### src/rtl/rxrsp_posq_if.sv
// rtl/rxrsp_posq_if.sv - RSP flit type and head-of-queue handshake interface
//
// rxrsp_posq_pkg : rspflit_t, the RSP flit carried by the link and the queue.
// rxrsp_posq_if  : head-of-queue handshake toward the rxrsp pipe slice.
//   pout_valid               head entry valid
//   pout_ready               slice accepts head entry
//   rxrsp_posq_first_entry_o head flit
//   modport master : queue side (drives valid/data, samples ready)
//   modport slave  : slice side (samples valid/data, drives ready)

package rxrsp_posq_pkg;
    typedef struct packed {
        logic [3:0] qos;
        logic [6:0] tgtid;
        logic [6:0] srcid;
        logic [7:0] txnid;
        logic [4:0] opcode;
        logic [2:0] resp;
        logic [7:0] dbid;
    } rspflit_t;
endpackage

interface rxrsp_posq_if;
    import rxrsp_posq_pkg::*;

    logic     pout_valid;
    logic     pout_ready;
    rspflit_t rxrsp_posq_first_entry_o;

    modport master (
        output pout_valid,
        output rxrsp_posq_first_entry_o,
        input  pout_ready
    );

    modport slave (
        input  pout_valid,
        input  rxrsp_posq_first_entry_o,
        output pout_ready
    );
endinterface

### src/rtl/rxrsp_posq.sv
// rtl/rxrsp_posq.sv - receive-side CHI RSP queue with link-credit FSM
//
// Optional feature macro: RXRSP_POSQ_BYPASS_EN (empty-queue same-cycle bypass).
//
// Ports:
//   clock          sole clock, rising edge
//   reset          asynchronous active-low reset
//   flush          drop all queued flits (synchronous)
//   crd_en_i       link active; permits credit grants
//   rxrsp_flitv_i  link flit valid (no back-pressure)
//   rxrsp_flit_i   incoming RSP flit
//   rxrsp_lcrdv_o  one link credit granted this cycle (registered)
//   pout           head-of-queue handshake (rxrsp_posq_if.master)
//   link_idle_o    credit FSM in STOP
//   err_ovf_o      sticky: flit arrived with no outstanding credit

module rxrsp_posq
    import rxrsp_posq_pkg::*;
#(
    parameter int DEPTH = 8,
    localparam int PTR_W = $clog2(DEPTH),
    localparam int CNT_W = $clog2(DEPTH + 1)
) (
    input  logic               clock,
    input  logic               reset,
    input  logic               flush,
    input  logic               crd_en_i,
    input  logic               rxrsp_flitv_i,
    input  rspflit_t           rxrsp_flit_i,
    output logic               rxrsp_lcrdv_o,
    rxrsp_posq_if.master       pout,
    output logic               link_idle_o,
    output logic               err_ovf_o
);

    typedef enum logic [1:0] {S_STOP, S_RUN, S_DRAIN} state_t;

    state_t     r_state;
    logic       r_lcrdv;
    logic       r_idle;
    logic       r_err;
    logic [PTR_W-1:0] r_wr_ptr;
    logic [PTR_W-1:0] r_rd_ptr;
    logic [CNT_W-1:0] r_count;
    logic [CNT_W-1:0] r_crd_pend;
    logic [CNT_W-1:0] r_crd_out;
    rspflit_t   r_mem [DEPTH];

    logic w_enq;
    logic w_ovf;
    logic w_grant;
    logic w_empty;
    logic w_byp;
    logic w_push;
    logic w_pop;

    // A flit is only legal against an outstanding credit; otherwise it is dropped.
    assign w_enq   = rxrsp_flitv_i && (r_crd_out != '0);
    assign w_ovf   = rxrsp_flitv_i && (r_crd_out == '0);
    // crd_en_i gates the grant directly so a RUN->DRAIN cycle issues nothing.
    assign w_grant = (r_state == S_RUN) && crd_en_i && (r_crd_pend != '0);
    assign w_empty = (r_count == '0);

`ifdef RXRSP_POSQ_BYPASS_EN
    logic w_byp_vis;
    assign w_byp_vis = w_enq && w_empty && !flush;
    assign w_byp     = w_byp_vis && pout.pout_ready;
    assign pout.pout_valid = !w_empty || w_byp_vis;
    assign pout.rxrsp_posq_first_entry_o = w_empty ? rxrsp_flit_i : r_mem[r_rd_ptr];
`else
    assign w_byp = 1'b0;
    assign pout.pout_valid = !w_empty;
    assign pout.rxrsp_posq_first_entry_o = r_mem[r_rd_ptr];
`endif

    // A bypassed flit is consumed directly and never occupies a slot.
    assign w_push = w_enq && !w_byp;
    assign w_pop  = !w_empty && pout.pout_ready && !flush;

    assign rxrsp_lcrdv_o = r_lcrdv;
    assign link_idle_o   = r_idle;
    assign err_ovf_o     = r_err;

    always_ff @(posedge clock) begin
        if (w_push) begin
            r_mem[r_wr_ptr] <= rxrsp_flit_i;
        end
    end

    always_ff @(posedge clock or negedge reset) begin
        if (!reset) begin
            r_wr_ptr   <= '0;
            r_rd_ptr   <= '0;
            r_count    <= '0;
            r_crd_pend <= CNT_W'(DEPTH);
            r_crd_out  <= '0;
            r_err      <= 1'b0;
        end else begin
            r_wr_ptr <= r_wr_ptr + PTR_W'(w_push);
            // Flush discards everything older than the current write slot; a
            // flit enqueued in the same cycle survives at the old wr_ptr.
            if (flush) begin
                r_rd_ptr <= r_wr_ptr;
                r_count  <= CNT_W'(w_push);
            end else begin
                r_rd_ptr <= r_rd_ptr + PTR_W'(w_pop);
                r_count  <= r_count + CNT_W'(w_push) - CNT_W'(w_pop);
            end
            // Freed slots return to the pending pool; flushed entries return all at once.
            r_crd_pend <= r_crd_pend + (flush ? r_count : CNT_W'(w_pop))
                        + CNT_W'(w_byp) - CNT_W'(w_grant);
            r_crd_out  <= r_crd_out + CNT_W'(w_grant) - CNT_W'(w_enq);
            if (w_ovf) begin
                r_err <= 1'b1;
            end
        end
    end

    always_ff @(posedge clock or negedge reset) begin
        if (!reset) begin
            r_state <= S_STOP;
            r_lcrdv <= 1'b0;
            r_idle  <= 1'b1;
        end else begin
            r_lcrdv <= w_grant;
            case (r_state)
                S_STOP: begin
                    if (crd_en_i) begin
                        r_state <= S_RUN;
                        r_idle  <= 1'b0;
                    end
                end
                S_RUN: begin
                    if (!crd_en_i) begin
                        r_state <= S_DRAIN;
                    end
                end
                S_DRAIN: begin
                    if (crd_en_i) begin
                        r_state <= S_RUN;
                    end else if (r_crd_out == '0) begin
                        r_state <= S_STOP;
                        r_idle  <= 1'b1;
                    end
                end
                default: begin
                    r_state <= S_STOP;
                    r_idle  <= 1'b1;
                end
            endcase
        end
    end

endmodule

### src/flat_wrapper.sv
// flat-port wrapper written by rule: the top's interface ports become plain ports
module rxrsp_posq_flat import rxrsp_posq_pkg::*;
#(
    parameter int DEPTH = 8,
    localparam int PTR_W = $clog2(DEPTH),
    localparam int CNT_W = $clog2(DEPTH + 1)
)
  (clock, reset, flush, crd_en_i, rxrsp_flitv_i, rxrsp_flit_i, rxrsp_lcrdv_o, link_idle_o, err_ovf_o, pout_pout_valid, pout_rxrsp_posq_first_entry_o, pout_pout_ready);
  rxrsp_posq_if pout_i ();
  input  logic clock;
  input  logic reset;
  input  logic flush;
  input  logic crd_en_i;
  input  logic rxrsp_flitv_i;
  input  rspflit_t rxrsp_flit_i;
  output logic rxrsp_lcrdv_o;
  output logic link_idle_o;
  output logic err_ovf_o;
  output wire logic [$bits(pout_i.pout_valid)-1:0] pout_pout_valid;
  output wire logic [$bits(pout_i.rxrsp_posq_first_entry_o)-1:0] pout_rxrsp_posq_first_entry_o;
  input wire logic [$bits(pout_i.pout_ready)-1:0] pout_pout_ready;
  assign pout_pout_valid = pout_i.pout_valid;
  assign pout_rxrsp_posq_first_entry_o = pout_i.rxrsp_posq_first_entry_o;
  assign pout_i.pout_ready = pout_pout_ready;
  rxrsp_posq #(.DEPTH(DEPTH)) u_core (.clock(clock), .reset(reset), .flush(flush), .crd_en_i(crd_en_i), .rxrsp_flitv_i(rxrsp_flitv_i), .rxrsp_flit_i(rxrsp_flit_i), .rxrsp_lcrdv_o(rxrsp_lcrdv_o), .pout(pout_i), .link_idle_o(link_idle_o), .err_ovf_o(err_ovf_o));
endmodule
### config.mk
export PLATFORM = sky130hd
export DESIGN_NAME = rxrsp_posq_flat
export DESIGN_NICKNAME = d
export VERILOG_FILES = /design/src/rtl/rxrsp_posq_if.sv /design/src/rtl/rxrsp_posq.sv /design/src/flat_wrapper.sv
export SDC_FILE = /design/constraint.sdc
export NUM_CORES = 1
export LEC_CHECK = 0
export CAP_MARGIN = 15
export CORE_MARGIN = 2
export CORE_UTILIZATION = 53
export DETAILED_ROUTE_END_ITERATION = 10
export PLACE_DENSITY = 0.76
export SYNTH_ARGS = -nofsm -noshare
export SYNTH_HDL_FRONTEND = slang
export SYNTH_SLANG_ARGS = --single-unit
### constraint.sdc
create_clock -name clock -period 3.9 [get_ports clock]
set_input_delay 1.17 -clock clock [delete_from_list [all_inputs] [get_ports clock]]
set_output_delay 1.17 -clock clock [all_outputs]
set_load 0.02 [all_outputs]
==> results.sh <==
export IMPL_outcome="finished clean"
export IMPL_finalNetCount=815
export IMPL_placed_area_um2=15600
export IMPL_port_buffers=93
export IMPL_postSynth_topFlopCell="sky130_fd_sc_hd__edfxtp_1"
export IMPL_total_power_mw=13.0
export IMPL_floorplan_rows=59
export IMPL_critPathLaunchType="register"
export IMPL_grtUsageTotal_pct=19.7
export IMPL_worst_hold_path_type="reg2reg"
export IMPL_maxCapViolations=0
export IMPL_yosysSeqAreaShare_pct=76.4
export IMPL_die_width_um=166
export IMPL_cts_root_buf="sky130_fd_sc_hd__clkbuf_16"
export IMPL_stdcell_area_um2=16700
export IMPL_synth_top_area_share_pct=72.3
export IMPL_timing_reg2reg_setup_slack_ps=1390
export IMPL_tritoncts="built"
export IMPL_min_period_over_period_pct=98.0
export IMPL_cell_taking_the_most_area_after_synthesis="sky130_fd_sc_hd__edfxtp_1"
export IMPL_yosys_area_share_simple_pct=1.10
export IMPL_synth_cell_types=31
export IMPL_drt_iter0_markers=561
export IMPL_cts_inserted_buffers=36
export IMPL_detailroute_via_count=6349
export IMPL_synth_mux_area_fraction_pct=17.3
export IMPL_reg2reg_to="u_core.r_crd_out[2]$_DFF_PN0_"
export IMPL_post_synth_top_count_cell="sky130_fd_sc_hd__edfxtp_1"
export IMPL_drt_vias_per_instance=5.75
export IMPL_grt_remaining_overflow=0
export IMPL_die_height_um=166
export IMPL_worstRegToRegCells=9
export IMPL_final_critical_path_setup_slack_ps=79.7
export IMPL_core_area_um2=26000
export IMPL_antenna_found_initial=2
export IMPL_crit_path_end_kind="output pin"
export IMPL_finalSetupViolCount=0
export IMPL_worstSkewPairLatency_ps=510
export IMPL_floorplan_io_pins=94
export IMPL_fin_skew_ps=10.2
export IMPL_synth_top_family_by_area="multiplexers"
export IMPL_clock_tree_buffer_depth=3
export IMPL_finish_cell_count_without_fillers=1105
export IMPL_post_synth_instance_area_um2=14000
export IMPL_worstPathMaxFanout=28
export IMPL_setup_tns_ps=0
export IMPL_finalMaxSlewViolations=0
export IMPL_clk_sink_count=359
export IMPL_clock_pin_slew_worst_setup_and_hold_paths_ps=60
export IMPL_grt_start_max_net_pins=43
export IMPL_worst_ep_required_time_ps=2730
export IMPL_power_dens_cells_nw_per_um2=779
export IMPL_initial_core_util_pct=53.7
export IMPL_grt_setup_unrepaired="yes"
export IMPL_detailedPlacementHpwl_mm=15.3
export IMPL_antenna_left=0
export IMPL_synthArstFlopShare_pct=6.41
export IMPL_grt_pass1_wl_mm=40.6
export IMPL_drcViolationCount=0
export IMPL_route_detailed_wl_per_inst_um=24.1
export IMPL_hold_end="u_core.err_ovf_o$_DFFE_PN0P_"
export IMPL_vdd_ir_drop_worst_mv=0.501
export IMPL_detailedRoute_firstPassIterationCount=6
export IMPL_cts_htree_levels=2
export IMPL_rr_startpoint="u_core.r_crd_out[2]$_DFF_PN0_"
export IMPL_synth_cells=613
export IMPL_timing_max_slew_rel_slack_pct=55.2
export IMPL_fin_crit_ps=3820
export IMPL_tightest_slew_ps=670
export IMPL_crit_arrival_ps=2650
export IMPL_vias_in_the_first_global_route=6924
export IMPL_dp_cells=1040
export IMPL_fp_dieArea_um2=27600
export IMPL_timing_hold_violations_final=0
export IMPL_yosysWarningCount=0
export IMPL_yosys_area_share_xor_xnor_pct=0.565
export IMPL_cellLeakagePower_nw=5.58
export IMPL_post_synth_fa_ha_maj_area_fraction_pct=2.22
export IMPL_syn_area_per_cell_um2=22.8
export IMPL_finalWeightedCongestion=0.747
export IMPL_holdCritStartpoint="u_core.err_ovf_o$_DFFE_PN0P_"
export IMPL_worst_hold_slack_ps=474
export IMPL_synth_compound_area_share_pct=0.681
export IMPL_final_core_utilization_pct=64.3
export IMPL_worstHoldPathCells=1
export IMPL_worst_setup_path_type="reg2out"
export IMPL_antenna_cells=0
export IMPL_synth_cells_most_frequent="sky130_fd_sc_hd__edfxtp_1 (336), sky130_fd_sc_hd__mux4_2 (84), sky130_fd_sc_hd__mux2_2 (46)"
export IMPL_wl_mm=26.7
export IMPL_synth_fp_nets=684
export IMPL_number_of_register_bits_inferred_by_synthesis=359
export IMPL_synth_top_cells_by_area="sky130_fd_sc_hd__edfxtp_1 (72%), sky130_fd_sc_hd__mux4_2 (14%), sky130_fd_sc_hd__dfrtp_1 (3.8%)"
export IMPL_post_route_cells_drive_above_1_share_pct=28.1
export IMPL_clock_fmax_mhz=262
export IMPL_synth_edf_count=336
export IMPL_flow_area_growth_from_synthesis_pct=19.6
export IMPL_pre_cts_ws_ps=520
-- worst max-delay path: stages, from the launching register on --
cell,delay [ps]
sky130_fd_sc_hd__dfrtp_4,470
sky130_fd_sc_hd__buf_12,270
sky130_fd_sc_hd__mux4_2,540
sky130_fd_sc_hd__mux2_2,300
sky130_fd_sc_hd__clkdlybuf4s50_1,540
-- report_power, final --
group          switching [mW]  internal (mW)  leakage, nW
Combinational            2.25           2.37         1.72
Clock                    1.35           1.86        0.541
Sequential              0.273           4.90         3.32
Total                    3.87           9.13         5.58
-- cells in the final DEF, fill, tap and decap left out, drive strengths merged, types with 2 or more instances in the layout --
cell type      count
edfxtp           336
clkdlybuf4s50     87
mux4              84
mux2              46
clkbuf            43
buf               24
inv               23
dfrtp             21
ha                20
clkinv            18
nor2              10
nand2              6
dlymetal6s2s       6
a21oi              5
xnor2              5
nand2b             4
a21o               4
xor2               4
fa                 3
nor2b              2
nand3              2
nor3               2
a21boi             2
bufinv             2
dfstp              2
-- layer usage --
layer / global-route usage [%] / part of all wire, % / vias to the layer above
met5: 0 / 0.11 / -
met4: 5.21 / 1.8 / 4
met3: 4.19 / 5.2 / 42
met2: 34.8 / 53 / 172
met1: 25.1 / 40 / 3346
li1: - / - / 2785
-- cell type report --
type	count	area, um2
well taps	335	419
clock buffers	43	948
inverters	23	86.3
multi-input cells	207	3120
clock inverters	21	150
fillers	1696	9290
repair buffers	117	1300
flip-flops and latches	359	10700
-- state kept, by name, summed over array words and instances, names as in the netlist --
register / cells
u_core.r_crd_out: 4
u_core.r_rd_ptr: 3
u_core.r_mem: 336
u_core.link_idle_o: 1
u_core.r_count: 4
u_core.err_ovf_o: 1
u_core.r_crd_pend: 4
u_core.r_state: 2
u_core.rxrsp_lcrdv_o: 1
u_core.r_wr_ptr: 3
-- worst max path at each step --
stage                                             from                                 to
after floorplan                          rxrsp_flitv_i       u_core.r_mem[7][0]$_DFFE_PP_
final                     u_core.r_rd_ptr[0]$_DFF_PN0_  pout_rxrsp_posq_first_entry_o[16]
after global placement    u_core.r_rd_ptr[0]$_DFF_PN0_   pout_rxrsp_posq_first_entry_o[3]
after detailed placement                      crd_en_i     u_core.r_crd_pend[2]$_DFF_PN0_
after CTS                 u_core.r_rd_ptr[0]$_DFF_PN0_  pout_rxrsp_posq_first_entry_o[41]
after global routing      u_core.r_rd_ptr[0]$_DFF_PN0_  pout_rxrsp_posq_first_entry_o[16]
-- cells by family (layout without fill, tap and decap cells) --
| group | count (synthesis) | count (layout) |
|---|---|---|
| simple gates | 31 | 31 |
| fa+ha+maj | 23 | 23 |
| mux | 130 | 130 |
| flops | 359 | 359 |
| buf+inv | 47 | 204 |
| xor+xnor | 9 | 9 |
| compound gates | 14 | 14 |
-- what timing repair did --
item	4_1_cts	5_1_grt
setup endpoints to repair	2	6
resized for setup	0	7
buffers inserted	1	0
hold buffers	0	0
Power figures use the tool's default switching activity.
